**config.mk**
```make
export PLATFORM = sky130hd
export DESIGN_NAME = pc_unit_flat
export DESIGN_NICKNAME = d
export VERILOG_FILES = /design/src/rtl/pc_pkg.sv /design/src/rtl/pc_unit_if.sv /design/src/rtl/pc_ras.sv /design/src/rtl/pc_unit.sv /design/src/flat_wrapper.sv
export SDC_FILE = /design/constraint.sdc
export NUM_CORES = 1
export LEC_CHECK = 0
export ABC_AREA = 1
export CAP_MARGIN = 0
export CORE_UTILIZATION = 46
export CTS_CLUSTER_SIZE = 40
export DETAILED_ROUTE_END_ITERATION = 16
export GPL_TIMING_DRIVEN = 0
export PLACE_DENSITY = 0.9
export SKIP_LAST_GASP = 1
export SLEW_MARGIN = 10
export SYNTH_ARGS = -nofsm -noshare
export SYNTH_HDL_FRONTEND = slang
export SYNTH_SLANG_ARGS = --single-unit
```
**constraint.sdc**
```tcl
create_clock -name clk -period 4.54 [get_ports clk]
set_input_delay 1.362 -clock clk [delete_from_list [all_inputs] [get_ports clk]]
set_output_delay 1.362 -clock clk [all_outputs]
set_load 0.05 [all_outputs]
```
**src/rtl/pc_pkg.sv**
```systemverilog
// Shared definitions for the program counter unit: instruction size,
// FSM state encoding and the next-PC source selector.
package pc_pkg;

  localparam int unsigned INSTR_BYTES = 4;

  typedef enum logic [1:0] {
    BOOT,
    RUN,
    HOLD
  } state_t;

  typedef enum logic [2:0] {
    NPC_EXC,
    NPC_BR,
    NPC_RET,
    NPC_ADV,
    NPC_HOLD
  } npc_src_t;

endpackage

```
**src/rtl/pc_unit_if.sv**
```systemverilog
// Fetch handshake between the PC unit (master) and the instruction fetcher (slave).
interface pc_unit_if #(
  parameter int XLEN = 32
) ();

  logic            pc_valid;
  logic            pc_ready;
  logic [XLEN-1:0] pc;
  logic [XLEN-1:0] npc;

  modport master (output pc_valid, output pc, output npc, input pc_ready);
  modport slave  (input pc_valid, input pc, input npc, output pc_ready);

endinterface

```
**src/rtl/pc_ras.sv**
```systemverilog
// Circular return-address stack; a push on a full stack overwrites the oldest
// entry, and a simultaneous push/pop replaces the top entry in place.
module pc_ras #(
  parameter int XLEN      = 32,
  parameter int RAS_DEPTH = 4
) (
  input  logic            clk,
  input  logic            rst,
  input  logic            push,
  input  logic            pop,
  input  logic [XLEN-1:0] push_data,
  output logic [XLEN-1:0] top,
  output logic            empty,
  output logic            full
);

  localparam int PTR_W = $clog2(RAS_DEPTH);
  localparam int CNT_W = $clog2(RAS_DEPTH + 1);

  logic [XLEN-1:0]  mem [RAS_DEPTH];
  logic [PTR_W-1:0] sp;
  logic [CNT_W-1:0] count;
  logic             do_pop;

  assign empty  = (count == '0);
  assign full   = (count == CNT_W'(RAS_DEPTH));
  assign top    = mem[sp];
  assign do_pop = pop && !empty;

  // sp always indexes the newest entry; wrapping sp on overflow drops the oldest
  always_ff @(posedge clk) begin
    if (rst) begin
      sp    <= '0;
      count <= '0;
    end else if (push && do_pop) begin
      mem[sp] <= push_data;
    end else if (push) begin
      mem[sp + 1'b1] <= push_data;
      sp             <= sp + 1'b1;
      if (!full) count <= count + 1'b1;
    end else if (do_pop) begin
      sp    <= sp - 1'b1;
      count <= count - 1'b1;
    end
  end

endmodule

```
**src/rtl/pc_unit.sv**
```systemverilog
// Program counter unit: fetch handshake plus exception/branch/return redirects.
// The return-address stack is built only when PC_UNIT_RAS_EN is defined.
module pc_unit
  import pc_pkg::*;
#(
  parameter int              XLEN      = 32,
  parameter logic [XLEN-1:0] RESET_VEC = 32'h0000_3000,
  parameter int              RAS_DEPTH = 4
) (
  input  logic             clk,
  input  logic             rst,
  input  logic             stall,
  input  logic             br_valid,
  input  logic [XLEN-1:0]  br_target,
  input  logic             exc_valid,
  input  logic [XLEN-1:0]  exc_vec,
  input  logic             call_push,
  input  logic             ret_pop,
  output logic             ras_empty,
  output logic             ras_miss,
  pc_unit_if.master        fetch
);

  state_t          state, state_next;
  npc_src_t        npc_src;
  logic [XLEN-1:0] pc_q, npc, pc_inc, ras_top;
  logic            ras_hit, advance;

  assign pc_inc = pc_q + XLEN'(INSTR_BYTES);

`ifdef PC_UNIT_RAS_EN
  logic ras_push, ras_pop, ras_full, unused_ras_full;

  // an exception in the same cycle cancels any stack activity
  assign ras_push = call_push && !exc_valid;
  assign ras_pop  = ret_pop && !exc_valid;
  assign ras_hit  = ras_pop && !ras_empty;
  assign unused_ras_full = ras_full;

  pc_ras #(
    .XLEN      (XLEN),
    .RAS_DEPTH (RAS_DEPTH)
  ) u_ras (
    .clk       (clk),
    .rst       (rst),
    .push      (ras_push),
    .pop       (ras_pop),
    .push_data (pc_inc),
    .top       (ras_top),
    .empty     (ras_empty),
    .full      (ras_full)
  );

  always_ff @(posedge clk) begin
    if (rst) ras_miss <= 1'b0;
    else     ras_miss <= ras_pop && ras_empty;
  end
`else
  logic unused_ras_req;

  assign unused_ras_req = call_push | ret_pop;
  assign ras_top   = '0;
  assign ras_hit   = 1'b0;
  assign ras_empty = 1'b1;
  assign ras_miss  = 1'b0;
`endif

  always_comb begin
    advance    = (state != BOOT) && fetch.pc_ready && !stall;
    npc_src    = NPC_HOLD;
    npc        = pc_q;
    state_next = state;

    if (exc_valid)     npc_src = NPC_EXC;
    else if (br_valid) npc_src = NPC_BR;
    else if (ras_hit)  npc_src = NPC_RET;
    else if (advance)  npc_src = NPC_ADV;

    case (npc_src)
      NPC_EXC: npc = exc_vec;
      NPC_BR:  npc = br_target;
      NPC_RET: npc = ras_top;
      NPC_ADV: npc = pc_inc;
      default: npc = pc_q;
    endcase

    // HOLD exactly when nothing moves the PC: backpressure or stall without redirect
    case (state)
      BOOT:      state_next = RUN;
      RUN, HOLD: state_next = (npc_src == NPC_HOLD) ? HOLD : RUN;
      default:   state_next = BOOT;
    endcase
  end

  always_ff @(posedge clk) begin
    if (rst) begin
      state <= BOOT;
      pc_q  <= RESET_VEC;
    end else begin
      state <= state_next;
      pc_q  <= npc;
    end
  end

  assign fetch.pc       = pc_q;
  assign fetch.npc      = npc;
  assign fetch.pc_valid = (state != BOOT);

endmodule

```
**src/flat_wrapper.sv**
```systemverilog
// flat-port wrapper written by rule: the top's interface ports become plain ports
module pc_unit_flat import pc_pkg::*;
#(
  parameter int              XLEN      = 32,
  parameter logic [XLEN-1:0] RESET_VEC = 32'h0000_3000,
  parameter int              RAS_DEPTH = 4
)
  (clk, rst, stall, br_valid, br_target, exc_valid, exc_vec, call_push, ret_pop, ras_empty, ras_miss, fetch_pc_valid, fetch_pc, fetch_npc, fetch_pc_ready);
  pc_unit_if #(.XLEN(XLEN)) fetch_i ();
  input  logic clk;
  input  logic rst;
  input  logic stall;
  input  logic br_valid;
  input  logic [XLEN-1:0] br_target;
  input  logic exc_valid;
  input  logic [XLEN-1:0] exc_vec;
  input  logic call_push;
  input  logic ret_pop;
  output logic ras_empty;
  output logic ras_miss;
  output wire logic [$bits(fetch_i.pc_valid)-1:0] fetch_pc_valid;
  output wire logic [$bits(fetch_i.pc)-1:0] fetch_pc;
  output wire logic [$bits(fetch_i.npc)-1:0] fetch_npc;
  input wire logic [$bits(fetch_i.pc_ready)-1:0] fetch_pc_ready;
  assign fetch_pc_valid = fetch_i.pc_valid;
  assign fetch_pc = fetch_i.pc;
  assign fetch_npc = fetch_i.npc;
  assign fetch_i.pc_ready = fetch_pc_ready;
  pc_unit #(.XLEN(XLEN), .RESET_VEC(RESET_VEC), .RAS_DEPTH(RAS_DEPTH)) u_core (.clk(clk), .rst(rst), .stall(stall), .br_valid(br_valid), .br_target(br_target), .exc_valid(exc_valid), .exc_vec(exc_vec), .call_push(call_push), .ret_pop(ret_pop), .ras_empty(ras_empty), .ras_miss(ras_miss), .fetch(fetch_i));
endmodule
```
After elaboration in Yosys (flattened, before gate mapping)
Index checks and enable logic that the tools add are counted.
- bits in registers: 34
- input bits: 72
- output and inout bits: 67
- word-level logic and storage cells: 22
- $add $sub $neg: 1
- eq/ne operators: 6
- mux-type cells: 6
- reductions and logical operators: 7
- operators with widths (cell ; count):
    case mux 32 bit (4 select lines) ; 1
    adder 32 x 3 -> 32 bit, second input constant ; 1
    two-way mux 3 bit ; 3
    equality test 3 x 2 -> 1 bit, second input constant ; 2
    case mux 2 bit (2 select lines) ; 1
    equality test 3 x 1 -> 1 bit, second input constant ; 1
    equality test 3 bit, second input constant ; 1
    zero test 3 bit ; 1
    equality test 2 x 1 -> 1 bit, second input constant ; 1
    equality test 2 bit, second input constant ; 1
    logical AND 1 bit ; 2
    zero test 2 bit ; 1
    two-way mux 2 bit ; 1
    nonzero test 2 bit ; 1
    OR reduction 2 bit ; 1
    zero test 1 bit ; 1

Logic depth before layout (Yosys ltp)
- depth after elaboration: 9
- depth in mapped cells: 11
- mapped depth without buffers: 11

Least setup slack after synthesis
Ideal clock, no wire load.
- path type: input to output
- start: input port exc_valid
- end: output port fetch_npc[2]
- data arrival time: 2687 ps
- data required time: 3178 ps
- setup slack: 491 ps
- stages on the path: 4
- buffers on the path: 1
- cells stage by stage: buf_4 > nor2_4 > nand3_2 > o2111ai_1
- longest elaborated chain between the ends: 3
- elaborated cells on any way between the ends: 6
- classes of those cells: 3 x eq/ne; 2 x mux; 1 x reduce/logical
- RTL lines (what ; line ; source):
    from (decl) ; flat_wrapper.sv:15 ; input logic exc_valid;
    two-way mux 3 bit * ; pc_unit.sv:74 ; if (exc_valid) npc_src = NPC_EXC;
    equality test 3 x 2 -> 1 bit, or another cell as far along ; pc_unit.sv:79 ; case (npc_src)
    case mux 32 bit (4 select lines) * ; pc_unit.sv:79 ;
    to (decl) ; flat_wrapper.sv:23 ; output wire logic [$bits(fetch_i.npc)-1:0] fetch_npc;
Mark *: on every way between the ends. The rest lies on a longest branch, timed or not.

Final worst setup path
- start: input port fetch_pc_ready
- end: output port fetch_npc[16]
- longest elaborated chain between the ends: 7
- elaborated cells on any way between the ends: 10
- classes of those cells: 3 x eq/ne; 4 x mux; 3 x reduce/logical
- RTL lines (what ; line ; source):
    from (decl) ; flat_wrapper.sv:24 ; input wire logic [$bits(fetch_i.pc_ready)-1:0] fetch_pc_ready;
    logical AND 1 bit * (2 in series) ; pc_unit.sv:69 ; advance = (state != BOOT) && fetch.pc_ready && !stall;
    two-way mux 3 bit * ; pc_unit.sv:77 ; else if (advance) npc_src = NPC_ADV;
    two-way mux 3 bit * ; pc_unit.sv:75 ; else if (br_valid) npc_src = NPC_BR;
    two-way mux 3 bit * ; pc_unit.sv:74 ;
    equality test 3 x 2 -> 1 bit, or another cell as far along ; pc_unit.sv:79 ;
    case mux 32 bit (4 select lines) * ; pc_unit.sv:79 ;
Marks and branches as above.

==> metrics.cfg <==
[place]
port_buffers = 131
routabilityCongestion = 0.876
place_inst = 737
placed_cell_area_sq_um = 4460
dp_hpwl_um = 8810
pre_cts_ws_ns = -0.481

[worst_setup_path]
slowest_delay_ns = 0.45
r2r_start = u_core.fetch.pc[2]$_SDFF_PP0_
arrival_ns = 3.13
cp-end-kind = output pin
required_ns = 3.18
slowest_stage = clkdlybuf4s50_1
cp_top_family = buffers and inverters
ff2ff_path_depth = 10
path_common_cell = nand3_1
cp_max_fo = 10
critPathBufInv = 5
critPathLaunch = fetch_pc_ready
cp-start-kind = input port
reg2reg_to = u_core.fetch.pc[18]$_SDFF_PP0_
r2r_slack_ns = 2.69
criticalPathCategory = input port to output pin
path_cells = clkdlybuf4s50_1, inv_1, nor2_2, nand3_2, clkinv_4, buf_4, nand3_1, nand3_1, clkdlybuf4s15_2

[global_route]
grt_pass1_wl_um = 17700
grt_max_degree = 13
grt_pass1_vias = 3748
track_usage_pct = 32.0
antenna_found_initial = 0
gr-total-overflow = 0

[cts]
clk_pin_slew_ns = 0.08
cts-hold-fix-buffers = 0
cts_tree = done
cts_sinks = 34
cts_buffer_depth = 2
cts-root-buf = clkbuf_8
worstSkewPairLatency_ns = 0.30
cts_max_level = 2
cts_buffers = 5

[synthesis]
synthTopCellsByCount = 175 x nand2_1, 82 x nand3_1, 72 x inv_1
yosys-top-cells-area = dfxtp_1 22%, nand2_1 21%, nand3_1 13%
synthArstFlopShare_pct = 0
synth-edff-count = 0
synth-compound-area-share_pct = 8.84
syn_inst = 529
seq_area_frac_synth_pct = 22.3
synth_adder_area_share_pct = 1.23
synthMuxAreaShare_pct = 0
yosysWarnings = 0
yosys_register_bits = 34
synth_xor_area_share_pct = 0.287
yosysTopAreaCell = dfxtp_1
syn-num-nets = 604
syn_area_sq_um = 3060
yosysUniqueCellTypes = 34
synth.avg_cell_area_sq_um = 5.78
synth_top_family_by_area = simple AND/OR/NAND/NOR gates
synth_top_area_share_pct = 22.3
yosysMostFrequentCell = nand2_1
yosys.area_share.simple_pct = 52.4
yosys_most_used_dff = dfxtp_1

[power]
finalPower_uw = 1170
power.static_leakage_uw = 0.00210
vdd_drop_max_uv = 177
powerDensity_nw_per_um2 = 260

[worst_hold_path]
hold_depth = 2
hold_class = register to register
hold_start = u_core.fetch.pc[17]$_SDFF_PP0_
hold_end = u_core.fetch.pc[17]$_SDFF_PP0_

[finish]
fin_cells = 745
drive_gt1_share_pct = 15.0
final_area_sq_um = 4510
diodes = 0
area_growth_pct = 47.7
n_fill_cell = 586
nets = 742

[routing]
dr.pass1.iters = 6
drc = 0
via_per_inst = 5.22
ant_nets = 0
wl_per_cell_um = 14.7
vias = 3887
totalWireLength_um = 10900
drt_first_iter_violations = 210

[floorplan]
core_area_sq_um = 6390
start_util_pct = 47.9
die_w_um = 83.5
ios = 139
die_y_um = 83.5
rows = 29
dieArea_sq_um = 6970

[timing]
timing.fmax_mhz = 223
finClkSkew_ns = 0.00754
finalWorstSetupSlack_ns = 0.0496
fin_crit_sh_pct = 98.9
final_hold_viol_count = 0
period_minus_slack_ns = 4.49
holdWs_ns = 0.590
slew_violations = 0
slew_headroom_pct = 60.8
worstMarginPinSlew_ns = 0.587
setup_viol = 0

[job]
cap_violations = 0

[outcome]
status = complete, no violations

## final cells by class
cell class | instances | area [sq um] | share of cell area [%]
Buffer | 20 | 150 | 3.33
Clock buffer | 5 | 68.8 | 1.52
Clock inverter | 3 | 68.8 | 1.52
Inverter | 79 | 302 | 6.68
Multi-Input combinational cell | 396 | 1930 | 42.8
Sequential cell | 34 | 681 | 15.1
Tap cell | 77 | 96.3 | 2.13
Timing Repair Buffer | 131 | 1220 | 26.9
## layer usage
layer	global-route usage (%)	up-vias	wire [um]
met4	9.40	0	218
met1	38.9	1773	4570
met5	0	-	0
met3	6.53	17	791
met2	56.8	151	5350
li1	-	1946	-
## cell usage in the layout, fill, tap and decap left out, types with 3 or more instances in the layout
cell type / n
dfxtp_1: 34
buf_2: 19
nand2_2: 12
nand3_1: 82
a21oi_1: 4
a211oi_1: 9
nor2_4: 10
inv_2: 6
o21bai_1: 6
nand4_1: 3
clkbuf_2: 5
clkdlybuf4s15_2: 6
nor2_1: 44
nand2_1: 175
or2_2: 3
buf_4: 5
clkdlybuf4s50_1: 101
clkbuf_8: 8
o21ai_0: 3
a31oi_1: 15
ha_1: 3
clkbuf_1: 5
inv_1: 72
nor2_2: 15
## power breakdown
group          internal [uW]  switching (uW)  leakage, uW  total, uW
logic                    163             306      0.00175        468
clock network            220             130    0.0000683        350
registers                320            33.5     0.000282        353
## repair_timing
action / 4_1_cts / 5_1_grt
resized for setup: 100 / 20
endpoints found under the setup margin: 30 / 30
buffers inserted: 0 / 0
## tightest hold or removal path, delay by kind of cell (launching register included)
| kind | cells | cell delay, ns |
|---|---|---|
| AOI/OAI and AO/OA | 1 | 0.08 |
| and+or+nand+nor | 1 | 0.10 |
| DFF | 1 | 0.36 |
## logic make-up (layout without fill, tap and decap cells)
| kind of cell | after synthesis | after routing |
|---|---|---|
| AO/OA/AOI/OAI | 41 | 41 |
| XOR/XNOR | 1 | 1 |
| adder cells (fa/ha/maj) | 3 | 3 |
| buffers and inverters | 99 | 238 |
| flip-flops | 34 | 34 |
| other | 2 | 2 |
| AND/OR/NAND/NOR | 349 | 349 |
## worst max-delay path by stage
stage,endpoint,slack [ns],depth (start not counted)
2_1_floorplan,fetch_npc[2],0.49,4
6_report,fetch_npc[16],0.05,9
3_3_place_gp,fetch_npc[12],-0.42,9
3_5_place_dp,fetch_npc[12],-0.48,9
5_1_grt,fetch_npc[16],-0.02,9
4_1_cts,fetch_npc[12],-0.21,9
## metrics by stage
stage	utilization, %	setup TNS, ns
after floorplan	-	0
after global placement	69.9	-9.68
after detailed placement	69.9	-11.52
after CTS	71.3	-0.211
after global routing	70.7	-0.121
final	70.7	0
## registers in the layout (all words and copies together) (netlist names)
signal           count
u_core.state         2
u_core.fetch.pc     32
No activity file was read; power rests on OpenSTA's default activity.
